**config.mk**
```make
export PLATFORM = sky130hd
export DESIGN_NAME = dds_cal_engine
export DESIGN_NICKNAME = d
export VERILOG_FILES = /design/src/rtl/dds_cal_engine.sv
export SDC_FILE = /design/constraint.sdc
export NUM_CORES = 1
export LEC_CHECK = 0
export ABC_AREA = 1
export CAP_MARGIN = 25
export CORE_ASPECT_RATIO = 0.5
export CORE_MARGIN = 5
export CORE_UTILIZATION = 59
export CTS_CLUSTER_DIAMETER = 150
export DETAILED_ROUTE_END_ITERATION = 10
export GPL_ROUTABILITY_DRIVEN = 0
export PLACE_DENSITY = 0.82
export SLEW_MARGIN = 0
export SYNTH_ARGS = -nofsm -noshare
export SYNTH_HDL_FRONTEND = slang
export SYNTH_SLANG_ARGS = --single-unit
export TNS_END_PERCENT = 10
```
**constraint.sdc**
```tcl
create_clock -name clk -period 5 [get_ports clk]
set_clock_uncertainty 0.05 [all_clocks]
set_input_delay 0.5 -clock clk [delete_from_list [all_inputs] [get_ports clk]]
set_output_delay 0.5 -clock clk [all_outputs]
set_load 0.01 [all_outputs]
```
**src/rtl/dds_cal_engine.sv**
```systemverilog
// dds_cal_engine: closed-loop calibration engine for the DA adjust stage.
// It measures the min/max of a window of loopback ADC samples. It then
// derives a gain (restoring divide) and an offset (shift-add multiply) that
// map the measured span onto a programmed target span. Results are
// published atomically.
// Ports:
//   clk, rst (async, active-low)
//   cal_start / cal_abort             : run control pulses
//   reg_cal_samples / reg_cal_target_* : run configuration, latched at start
//   adc_data_in / adc_data_in_vld     : loopback samples
//   cal_gain (Q1.13), cal_offset, cal_en : published control set
//   cal_busy, cal_done, cal_err       : status
module dds_cal_engine #(
  parameter int unsigned DW    = 14,
  parameter int unsigned CNT_W = 16
) (
  input  logic             clk,
  input  logic             rst,
  input  logic             cal_start,
  input  logic             cal_abort,
  input  logic [CNT_W-1:0] reg_cal_samples,
  input  logic [DW-1:0]    reg_cal_target_min,
  input  logic [DW-1:0]    reg_cal_target_max,
  input  logic [DW-1:0]    adc_data_in,
  input  logic             adc_data_in_vld,
  output logic [DW-1:0]    cal_gain,
  output logic [DW-1:0]    cal_offset,
  output logic             cal_en,
  output logic             cal_busy,
  output logic             cal_done,
  output logic             cal_err
);

  localparam int unsigned FRAC_W = DW - 1;          // gain fraction bits
  localparam int unsigned NUM_W  = DW + FRAC_W;     // divide numerator width
  localparam int unsigned PROD_W = 2 * DW;          // product width
  localparam int unsigned STEP_W = $clog2(NUM_W);   // iteration counter width
  localparam int unsigned OFF_W  = DW + 2;          // signed offset workspace
  localparam logic [DW-1:0] GAIN_ONE = {1'b1, {FRAC_W{1'b0}}};
  localparam logic [DW-1:0] DW_MAX   = {DW{1'b1}};

  typedef enum logic [2:0] {
    S_IDLE, S_MEASURE, S_DIV, S_MUL, S_APPLY
  } state_e;

  state_e              state_q, state_d;
  logic [CNT_W-1:0]    n_q, n_d, cnt_q, cnt_d;
  logic [DW-1:0]       tmin_q, tmin_d, tspan_q, tspan_d;
  logic [DW-1:0]       min_q, min_d, max_q, max_d;
  logic [DW-1:0]       rem_q, rem_d;
  logic [NUM_W-1:0]    quo_q, quo_d;
  logic [STEP_W-1:0]   step_q, step_d;
  logic [PROD_W-1:0]   acc_q, acc_d;
  logic [DW-1:0]       mpl_q, mpl_d;
  logic [DW-1:0]       gain_q, gain_d, offset_q, offset_d;
  logic                en_q, en_d, busy_q, busy_d, done_q, done_d, err_q, err_d;

  logic [DW-1:0]       span_s;
  logic [DW:0]         r_sh, r_sub;
  logic                r_ge;
  logic [NUM_W-1:0]    quo_nx;
  logic [DW-1:0]       gain_sat;
  logic [OFF_W-1:0]    diff;

  // Next-state, datapath and output computation
  always_comb begin
    state_d  = state_q;
    n_d      = n_q;
    cnt_d    = cnt_q;
    tmin_d   = tmin_q;
    tspan_d  = tspan_q;
    min_d    = min_q;
    max_d    = max_q;
    rem_d    = rem_q;
    quo_d    = quo_q;
    step_d   = step_q;
    acc_d    = acc_q;
    mpl_d    = mpl_q;
    gain_d   = gain_q;
    offset_d = offset_q;
    en_d     = en_q;
    err_d    = err_q;
    done_d   = 1'b0;

    // One restoring-divide step: shift in the next numerator bit
    span_s   = max_q - min_q;
    r_sh     = {rem_q, quo_q[NUM_W-1]};
    r_sub    = r_sh - {1'b0, span_s};
    r_ge     = (r_sh >= {1'b0, span_s});
    quo_nx   = {quo_q[NUM_W-2:0], r_ge};
    gain_sat = (quo_nx > NUM_W'(DW_MAX)) ? DW_MAX : DW'(quo_nx);

    // Offset = tmin - (P >> FRAC_W); MSB of diff is the sign
    diff = OFF_W'(tmin_q) - OFF_W'(acc_q[PROD_W-1:FRAC_W]);

    if (cal_abort && (state_q != S_IDLE)) begin
      state_d = S_IDLE;
    end else begin
      case (state_q)
        S_IDLE: begin
          if (cal_start && !busy_q) begin
            if ((reg_cal_samples == '0) || (reg_cal_target_max <= reg_cal_target_min)) begin
              err_d = 1'b1;
            end else begin
              err_d   = 1'b0;
              state_d = S_MEASURE;
              n_d     = reg_cal_samples;
              tmin_d  = reg_cal_target_min;
              tspan_d = reg_cal_target_max - reg_cal_target_min;
              min_d   = DW_MAX;
              max_d   = '0;
              cnt_d   = '0;
            end
          end
        end
        S_MEASURE: begin
          if (adc_data_in_vld) begin
            if (adc_data_in < min_q) min_d = adc_data_in;
            if (adc_data_in > max_q) max_d = adc_data_in;
            cnt_d = cnt_q + CNT_W'(1);
            if ((cnt_q + CNT_W'(1)) == n_q) begin
              state_d = S_DIV;
              quo_d   = {tspan_q, {FRAC_W{1'b0}}};
              rem_d   = '0;
              step_d  = '0;
            end
          end
        end
        S_DIV: begin
          if (span_s == '0) begin
            err_d   = 1'b1;
            state_d = S_IDLE;
          end else begin
            rem_d  = DW'(r_ge ? r_sub : r_sh);
            quo_d  = quo_nx;
            step_d = step_q + STEP_W'(1);
            if (step_q == STEP_W'(NUM_W - 1)) begin
              state_d = S_MUL;
              step_d  = '0;
              acc_d   = '0;
              mpl_d   = gain_sat;
            end
          end
        end
        S_MUL: begin
          // MSB-first shift-add; rotating the multiplier leaves the gain
          // intact after DW steps, ready for publishing
          acc_d  = {acc_q[PROD_W-2:0], 1'b0} + (mpl_q[DW-1] ? PROD_W'(min_q) : PROD_W'(0));
          mpl_d  = {mpl_q[DW-2:0], mpl_q[DW-1]};
          step_d = step_q + STEP_W'(1);
          if (step_q == STEP_W'(DW - 1)) state_d = S_APPLY;
        end
        S_APPLY: begin
          gain_d = mpl_q;
          if (diff[OFF_W-1])                offset_d = '0;
          else if (diff > OFF_W'(DW_MAX))   offset_d = DW_MAX;
          else                              offset_d = DW'(diff);
          en_d    = 1'b1;
          done_d  = 1'b1;
          state_d = S_IDLE;
        end
        default: state_d = S_IDLE;
      endcase
    end

    // Busy covers the done cycle so consumers see done while busy is high
    busy_d = (state_d != S_IDLE) || done_d;
  end

  // State and output registers
  always_ff @(posedge clk or negedge rst) begin
    if (!rst) begin
      state_q  <= S_IDLE;
      n_q      <= '0;
      cnt_q    <= '0;
      tmin_q   <= '0;
      tspan_q  <= '0;
      min_q    <= DW_MAX;
      max_q    <= '0;
      rem_q    <= '0;
      quo_q    <= '0;
      step_q   <= '0;
      acc_q    <= '0;
      mpl_q    <= '0;
      gain_q   <= GAIN_ONE;
      offset_q <= '0;
      en_q     <= 1'b0;
      busy_q   <= 1'b0;
      done_q   <= 1'b0;
      err_q    <= 1'b0;
    end else begin
      state_q  <= state_d;
      n_q      <= n_d;
      cnt_q    <= cnt_d;
      tmin_q   <= tmin_d;
      tspan_q  <= tspan_d;
      min_q    <= min_d;
      max_q    <= max_d;
      rem_q    <= rem_d;
      quo_q    <= quo_d;
      step_q   <= step_d;
      acc_q    <= acc_d;
      mpl_q    <= mpl_d;
      gain_q   <= gain_d;
      offset_q <= offset_d;
      en_q     <= en_d;
      busy_q   <= busy_d;
      done_q   <= done_d;
      err_q    <= err_d;
    end
  end

  assign cal_gain   = gain_q;
  assign cal_offset = offset_q;
  assign cal_en     = en_q;
  assign cal_busy   = busy_q;
  assign cal_done   = done_q;
  assign cal_err    = err_q;

endmodule

```
==> impl_metrics.py <==
metrics = {
    "run_status": {
        "status": "complete, but fails checks",
        "violations": "hold timing",
    },
    "global_route": {
        "grt_use_met2": 0.3870,
        "grt_pass1_vias": 11660,
        "grt_first_pass_wirelength_um": 57460,
        "grt_busiest_layer": "met1",
        "grt_use_total": 0.2542,
        "grt_max_degree": 117,
        "antenna_found_initial": 1,
        "overflow": 0,
        "grt_use_met1": 0.3872,
        "use_met3": 0.04062,
    },
    "die": {
        "dieHeight_um": 118.7,
        "die_w_um": 227.5,
        "row_count": 39,
        "design.die.area_mm2": 0.02701,
        "core-area_mm2": 0.02303,
        "pin_count": 95,
        "start_util": 0.6057,
    },
    "setup_path": {
        "worstPathArrival_ns": 4.70,
        "r2r-end": "rem_q[13]$_DFFE_PN0P_",
        "cp_top_family": "simple AND/OR/NAND/NOR gates",
        "path_common_cell": "nand3_1",
        "ff2ff_setup_slack_ns": 0.65,
        "required_ns": 5.35,
        "end_kind": "flip-flop",
        "slowest_delay_ns": 0.61,
        "startpoint_type": "flip-flop",
        "worstPathCellList": "inv_1, ha_1, a21oi_1, o21ai_0, a21oi_1, nand3_1, nand2_1, inv_1, ha_1, inv_1, nor2_1, nand3_1, nor3_1, nand3_1, nor2_1, nor2_1, nand2_2, or2_2, nand3_1, nand2_1",
        "crit_slowest_cell": "nor2_1",
        "r2r_cells": 20,
        "r2r_start": "min_q[8]$_DFFE_PN1P_",
        "critical_path_class": "flip-flop to flip-flop",
        "crit_fanout": 16,
        "cp.buffers_inverters": 3,
    },
    "routing": {
        "drtIter0Drc": 1061,
        "wl_per_cell_um": 15.04,
        "drc": 0,
        "routed_wl_um": 34480,
        "avgViaCountPerCell": 5.540,
        "vias": 12700,
        "antenna_left": 0,
        "dr.pass1.iters": 5,
    },
    "finish": {
        "drive_gt1_frac": 0.05539,
        "utilization": 0.6854,
        "instances_no_fill": 2293,
        "fillCellCount": 1905,
        "n_antenna_cell": 0,
        "fin_nets": 2136,
        "area_growth_pct": 13.17,
    },
    "synthesis": {
        "ys_ff_latch": 211,
        "synth_top_flop_cell": "dfrtp_1",
        "synthTopCellsByCount": "572 x nand2_1, 239 x inv_1, 196 x dfrtp_1, 174 x o21ai_0, 105 x nand3_1",
        "synth_top_area_share": 0.3516,
        "syn-cell-area_mm2": 0.01395,
        "yosys.area.top_type": "dfrtp_1",
        "async_flop_share": 1.000,
        "syn_nets": 2056,
        "synth_enable_flop_cells": 0,
        "yosys_warnings": 0,
        "synth.most_common_cell": "nand2_1",
        "synth_cell_types": 48,
        "syn_area_per_cell_um2": 7.377,
        "ys_seq_area_frac": 0.3799,
        "synth_area_leaders": "dfrtp_1 35%, nand2_1 15%, ha_1 8.7%",
        "syn_inst": 1891,
    },
    "place": {
        "dp_hpwl_um": 25800,
        "numPortBuffers": 94,
        "place_inst": 2255,
    },
    "clock_tree": {
        "clock_path_buffers": 3,
        "cts_setup_buffers": 0,
        "clk_latency_ns": 0.52,
        "cts_made_buffers": 21,
        "cts_root_buffer": "clkbuf_16",
        "path_clk_slew_ns": 0.07,
        "cts_resized": 0,
        "cts_sinks": 211,
        "hold_buffers": 0,
        "cts.htree.levels": 1,
        "cts_tree": "done",
    },
    "timing": {
        "holdWs_ns": -0.008998,
        "final-hold-violation-count": 10,
        "fin_setup_tns_ns": 0,
        "fin_crit_sh": 0.8703,
        "slew_violations": 0,
        "rsz0062_at_grt": "no",
        "max_slew_margin": 0.3894,
        "period_minus_slack_ns": 4.352,
        "final-setup-viol-count": 0,
        "tightest_slew_ns": 0.9136,
        "timing.fmax_ghz": 0.2298,
    },
    "flow_run": {
        "maxCapViolations": 0,
    },
    "power": {
        "leakage_nw": 7.968,
        "peakVddDrop_uv": 249.9,
        "finalPower_mw": 7.195,
        "power-per-cell-area_mw_per_mm2": 455.8,
    },
    "min_path": {
        "hp-class": "primary input to asynchronous set/reset pin",
    },
}
-- worst register-to-register path: stages, from the launching register on --
cell	delay [ns]
dfstp_2	0.54
inv_1	0.08
ha_1	0.39
a21oi_1	0.31
o21ai_0	0.14
a21oi_1	0.21
nand3_1	0.10
nand2_1	0.13
inv_1	0.07
ha_1	0.30
inv_1	0.12
nor2_1	0.05
nand3_1	0.07
nor3_1	0.05
nand3_1	0.07
nor2_1	0.04
nor2_1	0.61
nand2_2	0.39
or2_2	0.39
nand3_1	0.08
nand2_1	0.05
-- state kept, by name (all words and copies together) (netlist names), 16 cells and up --
signal	count
acc_q	28
quo_q	27
cnt_q	16
n_q	16
-- final cells by class --
cell class,count,area [µm²],share of cell area
Clock buffer,25,540.5,0.03424
Clock inverter,13,137.6,0.008718
Inverter,242,908.4,0.05754
Multi-Input combinational cell,1390,7488,0.4744
Sequential cell,211,5299,0.3357
Tap cell,307,384.1,0.02433
Timing Repair Buffer,105,1028,0.06515
-- layout by cell type (no fill, tap or decap), types with 15 or more instances in the layout --
cell             Yosys  final
nor2_1              91     90
nand2_1            572    572
o21ai_1             15     15
o21ai_0            174    174
dfstp_2             15     15
a21oi_1             98     98
clkdlybuf4s50_1      0     93
ha_1                97     97
xor2_1              27     27
xnor2_1             17     17
nand3_1            105    105
nand4_1             35     35
inv_1              239    239
dfrtp_1            196    196
nor3_1              26     26
clkbuf_16            0     21
-- stage by stage --
| step | setup WS (ns) | area [µm²] |
|---|---|---|
| final | 0.6483 | 15790 |
| after global routing | 0.4297 | 15790 |
| after CTS | 0.7716 | 15790 |
| after detailed placement | 0.7804 | 15110 |
| after global placement | 0.9522 | 15110 |
| after floorplan | 1.698 | 13950 |
-- routing by layer --
metal  wire length [µm]  part of all wire
met3               2120             0.061
met1              16750              0.49
met5                  7           0.00020
met2              14920              0.43
met4                672             0.019
-- logic make-up after synthesis --
| group | after synthesis | synth area share |
|---|---|---|
| adder cells (fa/ha/maj) | 102 | 0.09418 |
| flip-flops | 211 | 0.3799 |
| multiplexers | 9 | 0.006458 |
| buffers and inverters | 290 | 0.08395 |
| AO/OA/AOI/OAI | 345 | 0.1354 |
| AND/OR/NAND/NOR | 890 | 0.2725 |
| XOR/XNOR | 44 | 0.02763 |
-- worst max path at each step --
stage                              start                     to  cells past startpoint
finish              min_q[8]$_DFFE_PN1P_  rem_q[13]$_DFFE_PN0P_                     20
global route        max_q[0]$_DFFE_PN0P_  rem_q[12]$_DFFE_PN0P_                     24
CTS                 min_q[8]$_DFFE_PN1P_  rem_q[13]$_DFFE_PN0P_                     20
detailed placement  min_q[8]$_DFFE_PN1P_  rem_q[13]$_DFFE_PN0P_                     20
global placement    min_q[8]$_DFFE_PN1P_  rem_q[13]$_DFFE_PN0P_                     20
floorplan           max_q[0]$_DFFE_PN0P_  rem_q[13]$_DFFE_PN0P_                     24
-- report_power, final --
| part | internal (mW) | switching [mW] |
|---|---|---|
| Clock | 0.890 | 0.707 |
| Sequential | 2.09 | 0.288 |
| Combinational | 1.18 | 2.04 |
(Power assumes the default switching activity.)
